$ cat config.mk
export PLATFORM = sky130hd
export DESIGN_NAME = fetch_stage_v
export DESIGN_NICKNAME = d
export VERILOG_FILES = /design/src/rtl/fetch_stage_v.sv
export SDC_FILE = /design/constraint.sdc
export NUM_CORES = 1
export LEC_CHECK = 0
export ABC_AREA = 1
export BUFFER_PORTS_ARGS = -buffer_cell sky130_fd_sc_hd__buf_2
export CORE_UTILIZATION = 40
export CTS_CLUSTER_SIZE = 20
export DETAILED_ROUTE_END_ITERATION = 10
export GPL_TIMING_DRIVEN = 1
export PLACE_DENSITY_LB_ADDON = 0.2
export SETUP_SLACK_MARGIN = 0.3
export SYNTH_ARGS = -nofsm -noshare
export SYNTH_HDL_FRONTEND = slang
export SYNTH_SLANG_ARGS = --single-unit
$ cat constraint.sdc
create_clock -name clk -period 4.1 [get_ports clk]
set_input_delay 0.82 -clock clk [delete_from_list [all_inputs] [get_ports clk]]
set_output_delay 0.82 -clock clk [all_outputs]
set_load 0.03 [all_outputs]
$ cat src/rtl/fetch_stage_v.sv
// fetch_stage_v: instruction-fetch stage in front of the 1024x32 synchronous ROM.
// Owns the PC, absorbs the ROM's 1-cycle read latency, and holds one instruction
// in a skid buffer while decode stalls. Redirects flush everything and refetch.
// Optional build macro FETCH_MISALIGN_CHK_EN adds misalign_o / misalign_pc_o.
module fetch_stage_v #(
    parameter int unsigned     XLEN     = 32,
    parameter int unsigned     ADDR_W   = 10,
    parameter logic [XLEN-1:0] RESET_PC = '0
) (
    input  logic              clk,
    input  logic              rst,
    input  logic              stall_i,
    input  logic              redirect_i,
    input  logic [XLEN-1:0]   redirect_pc_i,
    output logic [ADDR_W-1:0] rom_addr,
    input  logic [XLEN-1:0]   rom_instr,
    output logic [XLEN-1:0]   id_pc,
    output logic [XLEN-1:0]   id_instr,
    output logic              id_valid
`ifdef FETCH_MISALIGN_CHK_EN
    ,
    output logic              misalign_o,
    output logic [XLEN-1:0]   misalign_pc_o
`endif
);

    localparam logic [XLEN-1:0] NOP      = XLEN'(32'h0000_0013);
    localparam logic [XLEN-1:0] PC_STEP  = XLEN'(4);
    localparam logic [XLEN-1:0] LOW_MASK = XLEN'(3);

    typedef enum logic [1:0] {
        S_FILL = 2'd0,
        S_RUN  = 2'd1,
        S_HOLD = 2'd2
    } state_t;

    state_t          r_state;
    logic [XLEN-1:0] r_fetch_pc;
    logic [XLEN-1:0] r_inflight_pc;
    logic            r_inflight_v;
    logic [XLEN-1:0] r_skid_pc;
    logic [XLEN-1:0] r_skid_instr;
    logic            r_skid_v;
    logic [XLEN-1:0] r_id_pc;
    logic [XLEN-1:0] r_id_instr;
    logic            r_id_valid;

    // Redirect target with the two byte-offset bits forced to zero
    logic [XLEN-1:0] w_redirect_pc;
    assign w_redirect_pc = redirect_pc_i & ~LOW_MASK;

    // ROM word address comes straight off the PC register
    assign rom_addr = r_fetch_pc[ADDR_W+1:2];
    assign id_pc    = r_id_pc;
    assign id_instr = r_id_instr;
    assign id_valid = r_id_valid;

    // Fetch FSM: PC sequencing, in-flight tracking, skid buffer and IF/ID register
    always_ff @(posedge clk) begin
        if (rst) begin
            r_state       <= S_FILL;
            r_fetch_pc    <= RESET_PC;
            r_inflight_pc <= '0;
            r_inflight_v  <= 1'b0;
            r_skid_pc     <= '0;
            r_skid_instr  <= NOP;
            r_skid_v      <= 1'b0;
            r_id_pc       <= '0;
            r_id_instr    <= NOP;
            r_id_valid    <= 1'b0;
        end else if (redirect_i) begin
            // Flush: drop in-flight and skid, restart fetch at the target
            r_state      <= S_FILL;
            r_fetch_pc   <= w_redirect_pc;
            r_inflight_v <= 1'b0;
            r_skid_v     <= 1'b0;
            r_id_valid   <= 1'b0;
        end else begin
            case (r_state)
                S_FILL: begin
                    // First read issued; its data returns next cycle
                    r_inflight_pc <= r_fetch_pc;
                    r_inflight_v  <= 1'b1;
                    r_fetch_pc    <= r_fetch_pc + PC_STEP;
                    r_state       <= S_RUN;
                end
                S_RUN: begin
                    if (stall_i) begin
                        // Park the returning word; keep re-reading fetch_pc
                        r_skid_pc     <= r_inflight_pc;
                        r_skid_instr  <= rom_instr;
                        r_skid_v      <= r_inflight_v;
                        r_inflight_pc <= r_fetch_pc;
                        r_state       <= S_HOLD;
                    end else begin
                        r_id_pc       <= r_inflight_pc;
                        r_id_instr    <= rom_instr;
                        r_id_valid    <= r_inflight_v;
                        r_inflight_pc <= r_fetch_pc;
                        r_fetch_pc    <= r_fetch_pc + PC_STEP;
                    end
                end
                S_HOLD: begin
                    if (!stall_i) begin
                        // Drain skid into IF/ID; the re-read word is already in flight
                        r_id_pc       <= r_skid_pc;
                        r_id_instr    <= r_skid_instr;
                        r_id_valid    <= r_skid_v;
                        r_skid_v      <= 1'b0;
                        r_inflight_pc <= r_fetch_pc;
                        r_fetch_pc    <= r_fetch_pc + PC_STEP;
                        r_state       <= S_RUN;
                    end
                end
                default: begin
                    r_state      <= S_FILL;
                    r_inflight_v <= 1'b0;
                    r_skid_v     <= 1'b0;
                end
            endcase
        end
    end

`ifdef FETCH_MISALIGN_CHK_EN
    logic            r_misalign;
    logic [XLEN-1:0] r_misalign_pc;

    assign misalign_o    = r_misalign;
    assign misalign_pc_o = r_misalign_pc;

    // One-cycle flag and sticky raw target for redirects with nonzero low bits
    always_ff @(posedge clk) begin
        if (rst) begin
            r_misalign    <= 1'b0;
            r_misalign_pc <= '0;
        end else if (redirect_i && (redirect_pc_i[1:0] != 2'b00)) begin
            r_misalign    <= 1'b1;
            r_misalign_pc <= redirect_pc_i;
        end else begin
            r_misalign    <= 1'b0;
        end
    end
`endif

endmodule
==> reports/results.txt, run 1 <==
Outcome - completed
DP HPWL - 13.12 mm
Reg power frac - 49.4%
Placed Instances - 1485
Compound-Gate Fraction of Synth Area - 22.25%
Post-route DRC - 0
CP endpoint - id_pc[24]$_SDFFE_PP0P_
1st-pass router iterations - 6
RSZ-0062 raised after global routing - no
H-tree lvl count - 4
Peak supply drop - 0.2484 mV
Clock Pin Slew Worst Setup and Hold Paths - 0.07 ns
Sum of negative setup slack - 0 ns
Fin util - 48.01%
Pin count of the biggest net entering global routing - 119
Worst-Margin Slew - 1.061 ns
Vias in the first global route - 6684
Post-synthesis mux area share - 0%
Port Buffer Count - 138
Synthesis-stage register bit count - 189
Detail Route Antenna Nets - 0
Buffer depth of the longest clock path - 2
Reg2Reg Depth - 7
Pleak - 3.974 nW
Routed WL - 20.67 mm
Slew Limit Headroom - 29.18%
Final Cycle Share - 61.10%
Layout area overhead - 15.91%
Worst R2R End - id_pc[24]$_SDFFE_PP0P_
Most frequent cells in the layout - nand2_1 (280), dfxtp_1 (189), o21ai_0 (174), buf_2 (138), nor2_1 (134)
Vias - 7507
Fin Hold WS - 0.4650 ns
Xor and xnor area share after synthesis - 0.1069%
Initial Utilization - 41.42%
First-pass GRT wire length - 33.94 mm
GR Overflow Total - 0
Synth Area in Simple Gates - 22.24%
Core Box Area - 19780 µm²
Synth warn - 0
Clk sinks - 189
Crit path required time - 4.46 ns
Hold buffers post-CTS - 0
Final std cells w/o fill - 1517
Total Nets Final - 1312
Max Cap Violations - 0
N_diodes - 0
Final-report hold violation count - 0
Highest Clock Rate - 399.2 MHz
Post-cts sizing count - 0
Start point of the critical path - r_state[0]$_SDFFE_PP0P_
Detailed Route Iter0 Violations - 579
Share of cells above drive strength 1 - 15.50%
Post-Syn Area per Cell - 7.057 µm²
Vias/cell - 4.949
R2R setup slack - 1.59 ns
GRT Total Usage - 19.69%
Critical Path Fanout Max - 102
Min-delay worst type - register to register
Clock Power Share - 40.2%
Logic pwr share - 10.4%
Max Slew Vio Count - 0
Wire length per cell - 13.63 µm
Critical path class - register to register
Antenna violations before repair - 0
Clock Tree Root - clkbuf_16
Synth Instances - 1161
Post-CTS Setup Repair Bufs - 0
CTS Buf Count - 17
Final Power - 4.040 mW
Startpoint Class - register
Internal power - 2.923 mW
Hold path start - r_skid_instr[31]$_SDFFE_PP0P_
Row count - 51
IO Pins - 143
Clk_lat worst skew - 0.43 ns
Worst setup EP type - register
Gpl congestion - 0.8306
Synth Cell Area - 8193 µm²
P per Cell Area - 425.4 nW/µm²
Die Span Y - 145.1 µm
Post-layout minimum cycle time - 2.505 ns
Final setup viols - 0
Synth Area in Adders - 0.7636%
Clock skew - 0.007121 ns
Main combinational cell family by area after synthesis - compound AO/OA/AOI/OAI gates
Worst EP arrival - 2.86 ns
Die ar. - 21060 µm²
Net Switching - 1.117 mW
Sequential area share after synthesis - 46.18%
CTS tree - done
Most common cell after layout, fill and taps aside - nand2_1
Worst reg2reg path startpoint - r_state[0]$_SDFFE_PP0P_
Die span in x - 145.1 µm
Post-synth cell types - 29
Sw Share - 27.65%
-- cell usage after synthesis --
| cell | n | area (µm²) |
|---|---|---|
| a211oi_1 | 3 | 22.52 |
| a21oi_1 | 92 | 460.4 |
| a21oi_2 | 1 | 8.760 |
| a22oi_1 | 1 | 7.510 |
| a31oi_1 | 62 | 387.9 |
| and2_1 | 1 | 6.260 |
| buf_1 | 1 | 3.750 |
| buf_2 | 23 | 115.1 |
| buf_4 | 14 | 105.1 |
| clkbuf_1 | 51 | 191.4 |
| clkinv_1 | 1 | 3.750 |
| conb_1 | 1 | 3.750 |
| dfxtp_1 | 189 | 3784 |
| ha_1 | 5 | 62.56 |
| inv_1 | 70 | 262.8 |
| inv_2 | 2 | 7.510 |
| nand2_1 | 280 | 1051 |
| nand3_1 | 33 | 165.2 |
| nor2_1 | 134 | 503.0 |
| nor2_2 | 4 | 25.02 |
| nor2_4 | 2 | 22.52 |
| nor3_1 | 4 | 20.02 |
| nor3_4 | 1 | 16.27 |
| o211ai_1 | 6 | 45.04 |
| o21ai_0 | 174 | 870.8 |
| o21ai_1 | 1 | 5.000 |
| o31ai_1 | 2 | 15.01 |
| or2_2 | 2 | 12.51 |
| xor2_1 | 1 | 8.760 |
-- cell type report --
type	count	area (µm²)
Tap cell	265	331.6
Multi-Input combinational cell	811	3736
Sequential cell	189	3784
Clock buffer	17	425.4
Inverter	73	275.3
Fill cell	2061	10280
Clock inverter	15	148.9
Timing Repair Buffer	147	795.8
-- stage by stage --
step	worst slack, ns	area (µm²)
4_1_cts	1.587	9497
6_report	1.595	9497
3_5_place_dp	1.352	8922
3_3_place_gp	1.335	8922
2_1_floorplan	2.297	8197
5_1_grt	1.329	9497
-- per-layer routing --
| layer | track usage [%] | vias to the layer above | wire length [µm] |
|---|---|---|---|
| met4 | 5.579 | 0 | 178 |
| met5 | 0 | - | 0 |
| met2 | 28.89 | 191 | 8660 |
| met1 | 28.84 | 3319 | 10830 |
| met3 | 4.025 | 16 | 1001 |
| li1 | - | 3981 | - |
-- power groups by stage --
stage          Sequential (mW)  Combinational, mW  Clock [mW]
6_report                  2.00              0.420        1.62
5_1_grt                   2.01              0.474        1.74
4_1_cts                   2.00              0.422        1.67
3_5_place_dp              2.04              0.420           0
3_3_place_gp              2.04              0.417           0
2_1_floorplan             2.06              0.265           0
-- worst max-delay path, cell delays in order, from the launching register on --
cell     delay [ns]
dfxtp_1        0.33
inv_1          0.14
ha_2           0.53
o21ai_1        0.24
nor2_4         0.42
buf_12         0.37
o21ai_0        0.14
a31oi_1        0.19
-- logic make-up after synthesis --
family                   after synthesis
other                                  1
AND/OR/NAND/NOR                      461
flip-flops                           189
buffers and inverters                162
adder cells (fa/ha/maj)                5
AO/OA/AOI/OAI                        342
XOR/XNOR                               1
-- worst min path at each step --
stage / end / slack [ns] / cells past startpoint
finish: id_instr[31]$_SDFFE_PP0P_ / 0.47 / 2
floorplan: r_skid_v$_SDFFE_PP0P_ / 0.43 / 2
detailed placement: id_instr[0]$_SDFFE_PP1P_ / 0.45 / 2
global placement: r_skid_v$_SDFFE_PP0P_ / 0.45 / 2
CTS: id_instr[24]$_SDFFE_PP0P_ / 0.47 / 2
global route: id_instr[2]$_SDFFE_PP0P_ / 0.49 / 2
-- sequential cells by signal, summed over array words and instances (netlist names), 2 cells and up --
register       cells
id_instr          32
r_state            2
r_skid_instr      32
r_skid_pc         30
id_pc             30
r_fetch_pc        30
r_inflight_pc     30
(Power assumes the default switching activity.)
==> run 2: changes to the inputs <==
==> constraint.sdc (replaced) <==
create_clock -name clk -period 2.52 [get_ports clk]
set_input_delay 0.504 -clock clk [delete_from_list [all_inputs] [get_ports clk]]
set_output_delay 0.504 -clock clk [all_outputs]
set_load 0.03 [all_outputs]
==> reports/results.txt, run 2 (synthesis results as in run 1) <==
Critical-path top delay cell - dfxtp_1 (was ha_2)
Sum of negative setup slack - 0 ns (unchanged)
Detailed Route Iter0 Violations - 533 (was 579)
Fin Hold WS - 0.3166 ns (was 0.4650 ns)
Post-route DRC - 0 (unchanged)
Placed Instances - 1492 (was 1485)
Crit path required time - 2.82 ns (was 4.46 ns)
Wire length per cell - 13.59 µm (was 13.63 µm)
GR Overflow Total - 0 (unchanged)
Detail Route Antenna Nets - 0 (unchanged)
Core Box Area - 19780 µm² (unchanged)
Row count - 51 (unchanged)
Final std cells w/o fill - 1524 (was 1517)
Max Slew Vio Count - 0 (unchanged)
Max Cap Violations - 0 (unchanged)
Initial Utilization - 41.42% (unchanged)
Total Nets Final - 1319 (was 1312)
Slew Limit Headroom - 59.04% (was 29.18%)
Worst R2R End - r_fetch_pc[31]$_SDFFE_PP0P_ (was id_pc[24]$_SDFFE_PP0P_)
CTS tree - done (unchanged)
DP Area - 9012 µm² (was 8922 µm²)
Die ar. - 21060 µm² (unchanged)
Worst EP arrival - 2.31 ns (was 2.86 ns)
Vias - 7618 (was 7507)
P per Cell Area - 684.7 nW/µm² (was 425.4 nW/µm²)
First-pass GRT wire length - 35.18 mm (was 33.94 mm)
Critical Path Fanout Max - 27 (was 102)
Worst setup EP type - register (unchanged)
Hold buffers post-CTS - 0 (unchanged)
CP Buf/Inv Count - 3 (was 2)
Pin count of the biggest net entering global routing - 123 (was 119)
Logic pwr share - 10.6% (was 10.4%)
Internal power - 4.761 mW (was 2.923 mW)
Routed WL - 20.71 mm (was 20.67 mm)
RSZ-0062 raised after global routing - no (unchanged)
Clock skew - 0.007990 ns (was 0.007121 ns)
Reg2Reg Depth - 9 (was 7)
Final setup margin - 0.5127 ns (was 1.595 ns)
H-tree lvl count - 4 (unchanged)
Outcome - completed (unchanged)
Worst reg2reg path startpoint - r_state[0]$_SDFFE_PP0P_ (unchanged)
Port Buffer Count - 138 (unchanged)
Post-layout minimum cycle time - 2.007 ns (was 2.505 ns)
Peak supply drop - 0.4015 mV (was 0.2484 mV)
GRT Total Usage - 20.30% (was 19.69%)
Share of cells above drive strength 1 - 15.97% (was 15.50%)
Worst hold stages - 3 (was 2)
Hold path start - rom_instr[10] (was r_skid_instr[31]$_SDFFE_PP0P_)
Clk sinks - 189 (unchanged)
Pleak - 4.013 nW (was 3.974 nW)
IO Pins - 143 (unchanged)
N_diodes - 0 (unchanged)
Gpl congestion - 0.8392 (was 0.8306)
Post-cts sizing count - 0 (unchanged)
Post-CTS Setup Repair Bufs - 0 (unchanged)
Clock Power Share - 39.9% (was 40.2%)
Startpoint Class - register (unchanged)
Final-report hold violation count - 0 (unchanged)
Reg power frac - 49.5% (was 49.4%)
Die span in x - 145.1 µm (unchanged)
Die Span Y - 145.1 µm (unchanged)
Clock Tree Root - clkbuf_16 (unchanged)
Final setup viols - 0 (unchanged)
CP peak stage delay - 0.37 ns (was 0.53 ns)
1st-pass router iterations - 5 (was 6)
Final Cycle Share - 79.65% (was 61.10%)
Net Switching - 1.801 mW (was 1.117 mW)
Critical path class - register to register (unchanged)
Layout area overhead - 16.98% (was 15.91%)
Cell Chain, Critical Path - inv_1, ha_1, inv_1, nor2_1, nor3_4, buf_4, nor2_1, nand2_1, a21oi_1 (was inv_1, ha_2, o21ai_1, nor2_4, buf_12, o21ai_0, a31oi_1)
Final Cell Area - 9584 µm² (was 9497 µm²)
Vias in the first global route - 6840 (was 6684)
Most common cell after layout, fill and taps aside - nand2_1 (unchanged)
Buffer depth of the longest clock path - 2 (unchanged)
Worst hold path endpoint - r_skid_instr[10]$_SDFFE_PP0P_ (was id_instr[31]$_SDFFE_PP0P_)
Highest Clock Rate - 498.2 MHz (was 399.2 MHz)
Clk_lat worst skew - 0.42 ns (was 0.43 ns)
Worst-Margin Slew - 0.6143 ns (was 1.061 ns)
Sw Share - 27.45% (was 27.65%)
R2R setup slack - 0.51 ns (was 1.59 ns)
Pre-CTS setup slack - 0.5450 ns (was 1.352 ns)
Antenna violations before repair - 0 (unchanged)
DP HPWL - 13.31 mm (was 13.12 mm)
CTS Buf Count - 17 (unchanged)
Vias/cell - 4.999 (was 4.949)
Min-delay worst type - input port to register (was register to register)
Clock Pin Slew Worst Setup and Hold Paths - 0.07 ns (about the same)
Most frequent cells in the layout - nand2_1 (280), dfxtp_1 (189), o21ai_0 (174), buf_2 (138), nor2_1 (134) (unchanged)
Delay-heaviest family, CP - simple AND/OR/NAND/NOR gates (was compound AO/OA/AOI/OAI gates)
==> run 2: cell count changes in the layout (fill, tap and decap cells not counted), sizes merged <==
cell,delta
clkinvlp,+2
clkinv,-2
buf,+7
==> run 2: final cells by class <==
cell class | instances | area (µm²)
multi-input cells | 811 | 3736
repair buffers | 154 | 885.9
flip-flops and latches | 189 | 3784
well taps | 265 | 331.6
clock buffers | 17 | 425.4
clock inverters | 15 | 146.4
fillers | 2040 | 10200
inverters | 73 | 275.3
==> run 2: worst max path at each step <==
stage,from,end,slack (ns),depth (start not counted)
2_1_floorplan,r_state[0]$_SDFFE_PP0P_,r_fetch_pc[2]$_SDFFE_PP0P_,0.87,9
3_3_place_gp,r_state[0]$_SDFFE_PP0P_,r_fetch_pc[31]$_SDFFE_PP0P_,0.52,9
3_5_place_dp,r_state[1]$_SDFFE_PP0P_,r_fetch_pc[31]$_SDFFE_PP0P_,0.55,9
4_1_cts,r_state[0]$_SDFFE_PP0P_,r_fetch_pc[31]$_SDFFE_PP0P_,0.52,9
5_1_grt,r_state[0]$_SDFFE_PP0P_,r_fetch_pc[9]$_SDFFE_PP0P_,0.31,8
6_report,r_state[0]$_SDFFE_PP0P_,r_fetch_pc[31]$_SDFFE_PP0P_,0.51,9
==> run 2: through the flow <==
step,total power [mW],utilization [%]
floorplan,3.786,-
global placement,4.002,45.56
detailed placement,4.011,45.56
CTS,6.630,48.45
global route,6.880,48.45
finish,6.563,48.45
==> run 2: power groups by stage <==
stage                     Sequential, mW  Combinational, mW  Clock [mW]
final                               3.25              0.696        2.62
after floorplan                     3.35              0.432           0
after global placement              3.31              0.689           0
after CTS                           3.25              0.699        2.68
after detailed placement            3.32              0.695           0
after global routing                3.27              0.785        2.82
==> run 2: routing by layer <==
layer  track usage [%]  up-vias  part of all wire, %
met2             29.59      205                   42
met3             2.987       16                  4.6
met4             6.368        0                  1.2
li1                  -     3994                    -
met1             30.40     3403                   52
met5                 0        -                    0
==> run 2: worst reg2reg max path, delay by kind of cell (launching register included) <==
family / cells / cell delay (ns)
AOI/OAI and AO/OA: 1 / 0.06
adders and majority gates: 1 / 0.33
buffers and inverters: 3 / 0.55
DFF: 1 / 0.37
and+or+nand+nor: 4 / 0.58
==> run 3: changes to the inputs <==
==> constraint.sdc (replaced) <==
create_clock -name clk -period 1.85 [get_ports clk]
set_input_delay 0.37 -clock clk [delete_from_list [all_inputs] [get_ports clk]]
set_output_delay 0.37 -clock clk [all_outputs]
set_load 0.03 [all_outputs]
==> reports/results.txt, run 3 (synthesis results as in run 1) <==
Row count - 51 (unchanged)
Clk_lat worst skew - 0.43 ns (was 0.42 ns)
Peak supply drop - 0.5944 mV (was 0.4015 mV)
Worst R2R End - id_instr[0]$_SDFFE_PP1P_ (was r_fetch_pc[31]$_SDFFE_PP0P_)
Final setup viols - 0 (unchanged)
Total Nets Final - 1341 (was 1319)
Pleak - 4.250 nW (was 4.013 nW)
Core Box Area - 19780 µm² (unchanged)
R2R setup slack - 0.25 ns (was 0.51 ns)
Detailed Route Iter0 Violations - 417 (was 533)
Startpoint Class - register (unchanged)
Max Cap Violations - 0 (unchanged)
Final setup margin - 0.2463 ns (was 0.5127 ns)
Sum of negative setup slack - 0 ns (unchanged)
Clock skew - 0.009603 ns (was 0.007990 ns)
Antenna violations before repair - 0 (unchanged)
Post-route DRC - 0 (unchanged)
Routed WL - 22.41 mm (was 20.71 mm)
Share of cells above drive strength 1 - 20.77% (was 15.97%)
Fin util - 51.40% (was 48.45%)
Most frequent cells in the layout - nand2_1 (276), dfxtp_1 (177), buf_2 (138), o21ai_0 (137), nor2_1 (119) (was nand2_1 (280), dfxtp_1 (189), o21ai_0 (174), buf_2 (138), nor2_1 (134))
Fin Hold WS - 0.1782 ns (was 0.3166 ns)
Worst hold stages - 3 (unchanged)
Worst EP arrival - 1.91 ns (was 2.31 ns)
Worst reg2reg path startpoint - r_state[1]$_SDFFE_PP0P_ (was r_state[0]$_SDFFE_PP0P_)
Critical path class - register to register (unchanged)
DP HPWL - 13.78 mm (was 13.31 mm)
Pre-CTS setup slack - 0.06510 ns (was 0.5450 ns)
Reg2Reg Depth - 8 (was 9)
First-pass GRT wire length - 36.59 mm (was 35.18 mm)
Gpl congestion - 0.8858 (was 0.8392)
GR Overflow Total - 0 (unchanged)
Hold path start - rom_instr[27] (was rom_instr[10])
Clock Pin Slew Worst Setup and Hold Paths - 0.07 ns (about the same)
CTS Buf Count - 17 (unchanged)
Min-delay worst type - input port to register (unchanged)
Pin count of the biggest net entering global routing - 87 (was 123)
Vias - 7885 (was 7618)
Highest Clock Rate - 623.6 MHz (was 498.2 MHz)
Outcome - completed (unchanged)
Die ar. - 21060 µm² (unchanged)
CTS tree - done (unchanged)
1st-pass router iterations - 5 (unchanged)
H-tree lvl count - 4 (unchanged)
GRT Total Usage - 21.14% (was 20.30%)
Vias in the first global route - 7155 (was 6840)
Worst setup EP type - register (unchanged)
Clk sinks - 189 (unchanged)
IO Pins - 143 (unchanged)
Final-report hold violation count - 0 (unchanged)
Final Cycle Share - 86.69% (was 79.65%)
Critical Path Fanout Max - 21 (was 27)
Wire length per cell - 14.50 µm (was 13.59 µm)
P per Cell Area - 917.2 nW/µm² (was 684.7 nW/µm²)
Detail Route Antenna Nets - 0 (unchanged)
Vias/cell - 5.100 (was 4.999)
Die span in x - 145.1 µm (unchanged)
Hold buffers post-CTS - 0 (unchanged)
Most common cell after layout, fill and taps aside - nand2_1 (unchanged)
Layout area overhead - 24.10% (was 16.98%)
Buffer depth of the longest clock path - 2 (unchanged)
Port Buffer Count - 138 (unchanged)
Die Span Y - 145.1 µm (unchanged)
Worst hold path endpoint - r_skid_instr[27]$_SDFFE_PP0P_ (was r_skid_instr[10]$_SDFFE_PP0P_)
FF/Latch Area - 3806 µm² (was 3784 µm²)
Max Slew Vio Count - 0 (unchanged)
Crit path required time - 2.16 ns (was 2.82 ns)
Initial Utilization - 41.42% (unchanged)
N_diodes - 0 (unchanged)
Area occupied by multi-input gates - 3875 µm² (was 3736 µm²)
Clock Tree Root - clkbuf_16 (unchanged)
Post-layout minimum cycle time - 1.604 ns (was 2.007 ns)
Filler cells - 1976 (was 2040)
RSZ-0062 raised after global routing - yes (was no)
==> run 3: cell types whose count changed in the layout (fill, tap and decap cells not counted), moves of 5 or more <==
cell	change
nor2_2	+11
o21ai_0	-37
dfxtp_1	-12
o21ai_1	+31
nor2_1	-15
o21ai_2	+5
dfxtp_2	+9
buf_4	+7
buf_12	+6
==> run 3: worst max-delay path, cell delays in order, from the launching register on <==
cell and delay (ns):
dfxtp_2 0.33, inv_1 0.08, ha_2 0.23, o21ai_4 0.18, nor2_4 0.06, buf_12 0.14
bufbuf_16 0.29, o211ai_1 0.08, nand3_1 0.08
==> run 3: per-layer routing <==
metal	global-route usage [%]	up-vias	routed length, µm
met3	3.239	25	1254
met1	30.50	3586	11060
met5	0	-	0
met4	6.000	0	311
li1	-	4039	-
met2	32.40	235	9786
==> run 3: worst max-delay path by stage <==
stage,end,depth (start not counted),startpoint,slack (ns)
after global routing,r_skid_instr[9]$_SDFFE_PP0P_,8,r_state[1]$_SDFFE_PP0P_,0.14
after global placement,r_fetch_pc[18]$_SDFFE_PP0P_,9,r_state[1]$_SDFFE_PP0P_,0.11
after floorplan,id_instr[21]$_SDFFE_PP0P_,9,r_state[0]$_SDFFE_PP0P_,0.28
final,id_instr[0]$_SDFFE_PP1P_,8,r_state[1]$_SDFFE_PP0P_,0.25
after CTS,r_fetch_pc[6]$_SDFFE_PP0P_,10,r_state[0]$_SDFFE_PP0P_,0.24
after detailed placement,r_fetch_pc[12]$_SDFFE_PP0P_,9,r_state[1]$_SDFFE_PP0P_,0.07
==> run 3: what timing repair did <==
item | in CTS | in global routing
endpoints found under the hold margin | 0 | 0
setup endpoints to repair | 152 | 186
resized for setup | 41 | 46
pin swaps | 5 | 7
buffers inserted | 8 | 0
cloned | 4 | 1
==> run 3: where the power goes <==
group          total [mW]  leakage, nW  internal, mW  switching (mW)
logic                1.09         2.40         0.406           0.681
clock network        3.80        0.301          2.21            1.59
registers            4.44         1.55          4.27           0.167
==> run 3: final cells by class <==
class	count	area share [%]
clock buffer	20	4.492
multi-input combinational	811	38.11
clock inverter	12	1.538
tap	265	3.261
inverter	73	2.830
sequential	189	37.44
timing repair buffer	176	12.33
==> run 3: through the flow <==
step / total power [mW] / cells / instance area (µm²)
floorplan: 5.165 / 1162 / 8220
global placement: 5.478 / 1501 / 9124
detailed placement: 5.491 / 1501 / 9124
CTS: 9.367 / 1545 / 10060
global route: 9.728 / 1546 / 10170
finish: 9.325 / 1546 / 10170
